==> src/rtl/rff_reset_gen.sv <==
// Reset generator for the async-reset flop cells: immediate assertion, synchronized + held release,
// soft reset requests, and a one-cycle done strobe. Optional macro RFF_NEGEDGE_RELEASE_EN retimes release to negedge.
`timescale 1ns/1ps

module rff_reset_gen #(
    parameter int SYNC_STAGES = 2,
    parameter int HOLD_CYCLES = 8,
    parameter int CNT_W       = 8
) (
    input  logic clk,
    input  logic reset,
    input  logic sw_rst_req,
    output logic rst_out,
    output logic busy,
    output logic rst_done
);

    // state | meaning
    // SYNC  | board reset released, waiting for the release synchronizer to fill
    // HOLD  | rst_out held high while the hold counter runs down
    // RUN   | reset released, downstream cells running
    typedef enum logic [1:0] {
        ST_SYNC = 2'd0,
        ST_HOLD = 2'd1,
        ST_RUN  = 2'd2
    } state_t;

    localparam logic [CNT_W-1:0] LP_LOAD = CNT_W'(HOLD_CYCLES - 1);

    state_t                 r_state;
    state_t                 w_state_nxt;
    logic [CNT_W-1:0]       r_cnt;
    logic [CNT_W-1:0]       w_cnt_nxt;
    logic [SYNC_STAGES-1:0] r_sync;
    logic                   w_sync_out;
    logic                   r_rst_pos;
    logic                   r_busy;
    logic                   r_done;

    assign w_sync_out = r_sync[SYNC_STAGES-1];

    always_ff @(posedge clk or negedge reset) begin
        if (!reset) begin
            r_sync <= '0;
        end else begin
            r_sync <= {r_sync[SYNC_STAGES-2:0], 1'b1};
        end
    end

    always_comb begin
        w_state_nxt = r_state;
        w_cnt_nxt   = r_cnt;
        case (r_state)
            ST_SYNC: begin
                if (w_sync_out) begin
                    w_state_nxt = ST_HOLD;
                    w_cnt_nxt   = LP_LOAD;
                end
            end
            ST_HOLD: begin
                // A request during HOLD restarts the full hold period
                if (sw_rst_req) begin
                    w_cnt_nxt = LP_LOAD;
                end else if (r_cnt == '0) begin
                    w_state_nxt = ST_RUN;
                end else begin
                    w_cnt_nxt = r_cnt - CNT_W'(1);
                end
            end
            ST_RUN: begin
                if (sw_rst_req) begin
                    w_state_nxt = ST_HOLD;
                    w_cnt_nxt   = LP_LOAD;
                end
            end
            default: begin
                w_state_nxt = ST_SYNC;
                w_cnt_nxt   = '0;
            end
        endcase
    end

    always_ff @(posedge clk or negedge reset) begin
        if (!reset) begin
            r_state   <= ST_SYNC;
            r_cnt     <= '0;
            r_rst_pos <= 1'b1;
            r_busy    <= 1'b1;
            r_done    <= 1'b0;
        end else begin
            r_state   <= w_state_nxt;
            r_cnt     <= w_cnt_nxt;
            r_rst_pos <= (w_state_nxt != ST_RUN);
            r_busy    <= (w_state_nxt != ST_RUN);
            r_done    <= (r_state == ST_HOLD) && (w_state_nxt == ST_RUN);
        end
    end

    assign rst_done = r_done;

`ifdef RFF_NEGEDGE_RELEASE_EN
    logic r_rst_neg;

    // Release lands half a cycle late; assertion still comes through r_rst_pos at once
    always_ff @(negedge clk or negedge reset) begin
        if (!reset) begin
            r_rst_neg <= 1'b1;
        end else begin
            r_rst_neg <= r_rst_pos;
        end
    end

    assign rst_out = r_rst_pos | r_rst_neg;
    assign busy    = r_busy | r_rst_neg;
`else
    assign rst_out = r_rst_pos;
    assign busy    = r_busy;
`endif

endmodule

==> config.mk <==
export PLATFORM = sky130hd
export DESIGN_NAME = rff_reset_gen
export DESIGN_NICKNAME = d
export VERILOG_FILES = /design/src/rtl/rff_reset_gen.sv
export SDC_FILE = /design/constraint.sdc
export NUM_CORES = 1
export LEC_CHECK = 0
export CAP_MARGIN = 20
export CELL_PAD_IN_SITES_DETAIL_PLACEMENT = 2
export CELL_PAD_IN_SITES_GLOBAL_PLACEMENT = 2
export CORE_MARGIN = 5
export CORE_UTILIZATION = 38
export CTS_BUF_LIST = sky130_fd_sc_hd__clkbuf_8
export DETAILED_ROUTE_END_ITERATION = 8
export GPL_ROUTABILITY_DRIVEN = 0
export PLACE_DENSITY_LB_ADDON = 0.1
export SETUP_SLACK_MARGIN = 0.05
export SLEW_MARGIN = 5
export SYNTH_ARGS = -nofsm -noshare
export SYNTH_HDL_FRONTEND = slang
export SYNTH_SLANG_ARGS = --single-unit
==> constraint.sdc <==
create_clock -name clk -period 2.09 [get_ports clk]
set_input_delay 0.5225 -clock clk [delete_from_list [all_inputs] [get_ports clk]]
set_output_delay 0.5225 -clock clk [all_outputs]
set_load 0.01 [all_outputs]
# After elaboration in Yosys (flattened, before gate mapping)
# Index checks and enable logic that the tools add are counted.
[op_classes]
n_addsub = 1
n_eq_ne = 7
n_mux = 10
reduce_logical = 4
[ops]
columns = ["operator", "count"]
rows = [
  ["$mux W8", 4],
  ["$pmux W8 S3", 1],
  ["$logic_not A8 Y1", 1],
  ["$mux W2", 4],
  ["$sub A8 B1 Y8 const B", 1],
  ["$ne A2 B2 Y1 const B", 3],
  ["$pmux W2 S3", 1],
  ["$eq A2 B2 Y1 const B", 2],
  ["$ne A3 B3 Y1 const B", 1],
  ["$reduce_and A3 Y1", 1],
  ["$eq A2 B1 Y1 const B", 1],
  ["$logic_not A2 Y1", 1],
  ["$logic_and A1 B1 Y1", 1],
]
[totals]
input_bits = 3
elab_cells = 27
out_inout_bits = 3
register_bits = 14

# Logic depth before layout (Yosys ltp)
# Gate-level depths: netlist of the first run.
[logic_depth]
depth_word = 6
ltp_mapped = 6
ltp_nobuf = 6

# Least setup slack after synthesis of the first run
# OpenSTA, ideal clock, no wires.
[synth_timing]
kind = "reg2reg"
from = "reg r_cnt[0]"
to = "reg r_cnt[5]"
setup_slack_ns = 0.421
setup_time_ns = 0.124
t_required_ns = 1.966
synth_period_minus_slack_ns = 1.669
n_path_buf = 0
stages_incl_launch_ff = 7
t_arrival_ns = 1.545
cell_sequence = "dfrtp_1 > inv_1 > ha_1 > or3b_4 > or2_1 > a41o_1 > o31a_1"
[synth_via]
elab_chain_len = 4
word_cells_on_any_way = 7
classes_between = "1 x add/sub; 1 x eq/ne; 3 x mux; 2 x reduce/logical"
[synth_rtl]
columns = ["element", "line_no", "source"]
rows = [
  ["start: declaration", "32", "logic [CNT_W-1:0] r_cnt;"],
  ["start signal: assignment", "92", "r_cnt <= w_cnt_nxt;"],
  ["$sub A8 B1 Y8", "67", "w_cnt_nxt = r_cnt - CNT_W'(1);"],
  ["$mux W8", "64", "end else if (r_cnt == '0) begin"],
  ["$mux W8", "62", "if (sw_rst_req) begin"],
  ["$pmux W8 S3", "53", "case (r_state)"],
]
# Several ways; a longest one is shown, not always the timed one. The select of a mux whose other input is x is not followed.
# A chain may end at the register's enable or synchronous reset.

==> results of run 1 <==
==> synthesized netlist by cell type (all sizes together) <==
| master | instances | area [sq um] |
|---|---|---|
| dfrtp | 13 | 325 |
| nand2 | 7 | 26.3 |
| inv | 6 | 22.5 |
| nor3 | 4 | 31.3 |
| a21oi | 3 | 15.0 |
| nand3 | 3 | 15.0 |
| nor2 | 3 | 11.3 |
| o21ai | 3 | 15.0 |
| o311ai | 3 | 26.3 |
| a211oi | 2 | 27.5 |
| a22o | 2 | 17.5 |
| or2 | 2 | 12.5 |
| or3b | 2 | 22.5 |
| a21bo | 1 | 10.0 |
| a21boi | 1 | 7.51 |
| a21o | 1 | 7.51 |
| a311oi | 1 | 8.76 |
| a41o | 1 | 10.0 |
| and2b | 1 | 8.76 |
| and4 | 1 | 8.76 |
| buf | 1 | 7.51 |
| conb | 1 | 3.75 |
| dfstp | 1 | 26.3 |
| ha | 1 | 12.5 |
| nand2b | 1 | 6.26 |
| nand4 | 1 | 6.26 |
| nor2b | 1 | 6.26 |
| nor3b | 1 | 7.51 |
| nor4 | 1 | 6.26 |
| o31a | 1 | 8.76 |
| o31ai | 1 | 7.51 |
| o41ai | 1 | 8.76 |
| or4 | 1 | 11.3 |
==> power groups by stage <==
stage | registers [mW] | logic (mW) | clock network [mW]
after detailed placement | 0.324 | 0.123 | 0
after global routing | 0.323 | 0.135 | 0.285
after global placement | 0.324 | 0.118 | 0
final | 0.320 | 0.125 | 0.267
after CTS | 0.319 | 0.126 | 0.273
after floorplan | 0.316 | 0.0844 | 0
==> worst max-delay path by stage <==
stage | startpoint | to | slack (ps) | cells after the start
after floorplan | r_cnt[0] | r_cnt[5] | 420 | 6
after global placement | sw_rst_req | r_cnt[2] | 70 | 5
after detailed placement | sw_rst_req | r_cnt[1] | 70 | 5
after CTS | busy | rst_out | 230 | 1
after global routing | r_cnt[0] | r_cnt[1] | 150 | 6
final | busy | rst_out | 250 | 1
==> final cells by class <==
class                      count  share of cell area (%)
clock buffer                   4                    6.05
inverter                       6                    2.48
multi-input combinational     52                    40.3
sequential                    14                    38.7
tap                           27                    3.71
timing repair buffer           9                    8.80
==> routing by layer <==
metal  vias to the layer above  wire length [microns]  GRT usage [%]
li1                        292                      -              -
met3                         6                     66           3.27
met2                        15                   1110           31.1
met5                         -                      0              0
met4                         0                     31           7.47
met1                       323                    884           18.9
==> cell usage in the layout, fill, tap and decap left out, drive strengths merged, types with 2 or more instances in the layout <==
| cell type | netlist | routed |
|---|---|---|
| dfrtp | 13 | 13 |
| nand2 | 7 | 7 |
| nor3 | 4 | 4 |
| clkdlybuf4s50 | 0 | 5 |
| o311ai | 3 | 3 |
| o21ai | 3 | 3 |
| a211oi | 2 | 2 |
| a21oi | 3 | 3 |
| a22o | 2 | 2 |
| inv | 6 | 6 |
| or3b | 2 | 2 |
| nor2 | 3 | 3 |
| or2 | 2 | 2 |
| clkbuf | 0 | 4 |
| buf | 1 | 4 |
| nand3 | 3 | 3 |
==> cell families after synthesis <==
kind of cell	count (synthesis)	share of synthesized area, %
AO/OA/AOI/OAI	21	22.7
adder cells (fa/ha/maj)	1	1.67
buffers and inverters	7	4.01
flip-flops	14	47.0
other	1	0.501
AND/OR/NAND/NOR	29	24.1
==> flip-flops by register name (all words and copies together) (netlist names) <==
register  cells
r_cnt         8
r_sync        2
busy          1
rst_done      1
r_state       2
==> per-stage QoR <==
stage               utilization (%)  cells
floorplan                         -     73
global placement               44.5    108
detailed placement             44.5    108
CTS                            47.3    112
global route                   47.3    112
finish                         47.3    112
==> metrics.yaml, run 1 <==
cts:
  cts_buffer_depth: 2
  h-tree-depth: 1
  hold_buffers: 0
  cts-root-buf: "clkbuf_8"
  cts_resized: 0
  cts_setup_buffers: 0
  cts_buffers: 3
  insertion_delay_ps: 240
  clk_pin_slew_ps: 60
  tritoncts: "built"
  clock_sinks: 14
global_route:
  grt_max_degree: 15
  grt_pass1_vias: 705
  grt_pass1_wl_mm: 3.46
  grt_util_all_layers_pct: 17.0
  gr-total-overflow: 0
  antenna_found_initial: 0
routing:
  wl_per_cell_microns: 18.7
  first_pass_iters: 4
  routed_wl_mm: 2.09
  drt_iter0_markers: 7
  vias: 636
  viasPerCell: 5.68
  ant_nets: 0
  drc: 0
sta:
  fin_tns_setup_ps: 0
  final.setup.worst_slack_ps: 253
  final.setup_skew_ps: 0.337
  hold_viol: 0
  hold_ws_ps: 357
  worstMarginPinSlew_ps: 500
  relSlewSlack_pct: 66.4
  setup_viol: 0
  fin_crit_sh_pct: 87.9
  drv_slew: 0
  rsz0062_at_grt: "false"
  min_period_ps: 1840
  max_freq_mhz: 544
placement:
  hpwl_mm: 1.49
  placed_cell_area_sq_um: 855
  port_buffers: 5
  dp_slack_ps: 65.7
critical_path:
  required_ps: 1570
  crit_fanout: 2
  crit_path_start_kind: "register"
  cpPeakStageDelay_ps: 540
  r2r_cells: 6
  rrSetupSlack_ps: 260
  endpoint_kind: "output pin"
  cp.buffers_inverters: 1
  r2r-end: "r_cnt[5]"
  crit_type: "reg -> out"
  crit_slowest_cell: "clkdlybuf4s50_1"
  reg2reg_from: "r_cnt[0]"
  crit_chain: "clkdlybuf4s50_1"
  crit_family: "buffers and inverters"
  cp.arrival_ps: 1310
yosys:
  synthCells: 73
  yosysUniqueCellTypes: 38
  ys.warnings.count: 0
  syn_area_per_cell_sq_um: 10.2
  synth_nets: 77
  netlist_area_sq_um: 748
  synth_seq_area_share_pct: 47.0
  ys_ff_latch: 14
finish:
  final_cell_area_sq_um: 910
  antennaDiodeCount: 0
  fin_nets: 90
  multiInputGateArea_sq_um: 367
  fillCellCount: 219
  ff_latch_area_sq_um: 352
  drive_above_1_share_pct: 18.8
  synthToLayoutAreaGrowth_pct: 21.6
power_and_ir_drop:
  p_switching_mw: 0.192
  p_leak_nw: 0.395
  p_clk_share_pct: 37.5
  vdd_drop_max_mv: 0.341
  p_total_mw: 0.712
  power.internal_mw: 0.519
  pwr-share-seq_pct: 44.9
  powerDensity_nw_per_um2: 782
  sw_frac_of_total_pct: 27.0
  combPwrFrac_pct: 17.6
floorplan:
  io-pin-count: 6
  placeableCoreArea_sq_um: 1920
  num_rows: 16
  fp.dieArea_sq_um: 2960
  start_util_pct: 38.9
  die_w_microns: 54.4
  dieHeight_microns: 54.4
hold_path:
  hold_depth: 0
  hold_path.class: "reg -> reg"
  worstHoldStart: "r_sync[0]"
  whs_endpoint: "r_sync[1]"
flow_run:
  maxCapViolCount: 0
run_status:
  status: "finished clean"
Power figures use the tool's default switching activity.
==> run 2, diff against run 1 <==
--- a/config.mk
+++ b/config.mk
@@ -15,7 +15,7 @@
 export GPL_ROUTABILITY_DRIVEN = 0
 export PLACE_DENSITY_LB_ADDON = 0.1
 export SETUP_SLACK_MARGIN = 0.05
-export SLEW_MARGIN = 5
+export SLEW_MARGIN = 40
 export SYNTH_ARGS = -nofsm -noshare
 export SYNTH_HDL_FRONTEND = slang
 export SYNTH_SLANG_ARGS = --single-unit
==> results of run 2 <==
No change in the layout: final DEF, timing and power equal those of run 1.
==> run 3, diff against run 2 <==
--- a/config.mk
+++ b/config.mk
@@ -13,6 +13,7 @@
 export CTS_BUF_LIST = sky130_fd_sc_hd__clkbuf_8
 export DETAILED_ROUTE_END_ITERATION = 8
 export GPL_ROUTABILITY_DRIVEN = 0
+export HOLD_SLACK_MARGIN = 0.08
 export PLACE_DENSITY_LB_ADDON = 0.1
 export SETUP_SLACK_MARGIN = 0.05
 export SLEW_MARGIN = 40
==> results of run 3 <==
No change in the layout: final DEF, timing and power equal those of run 1.
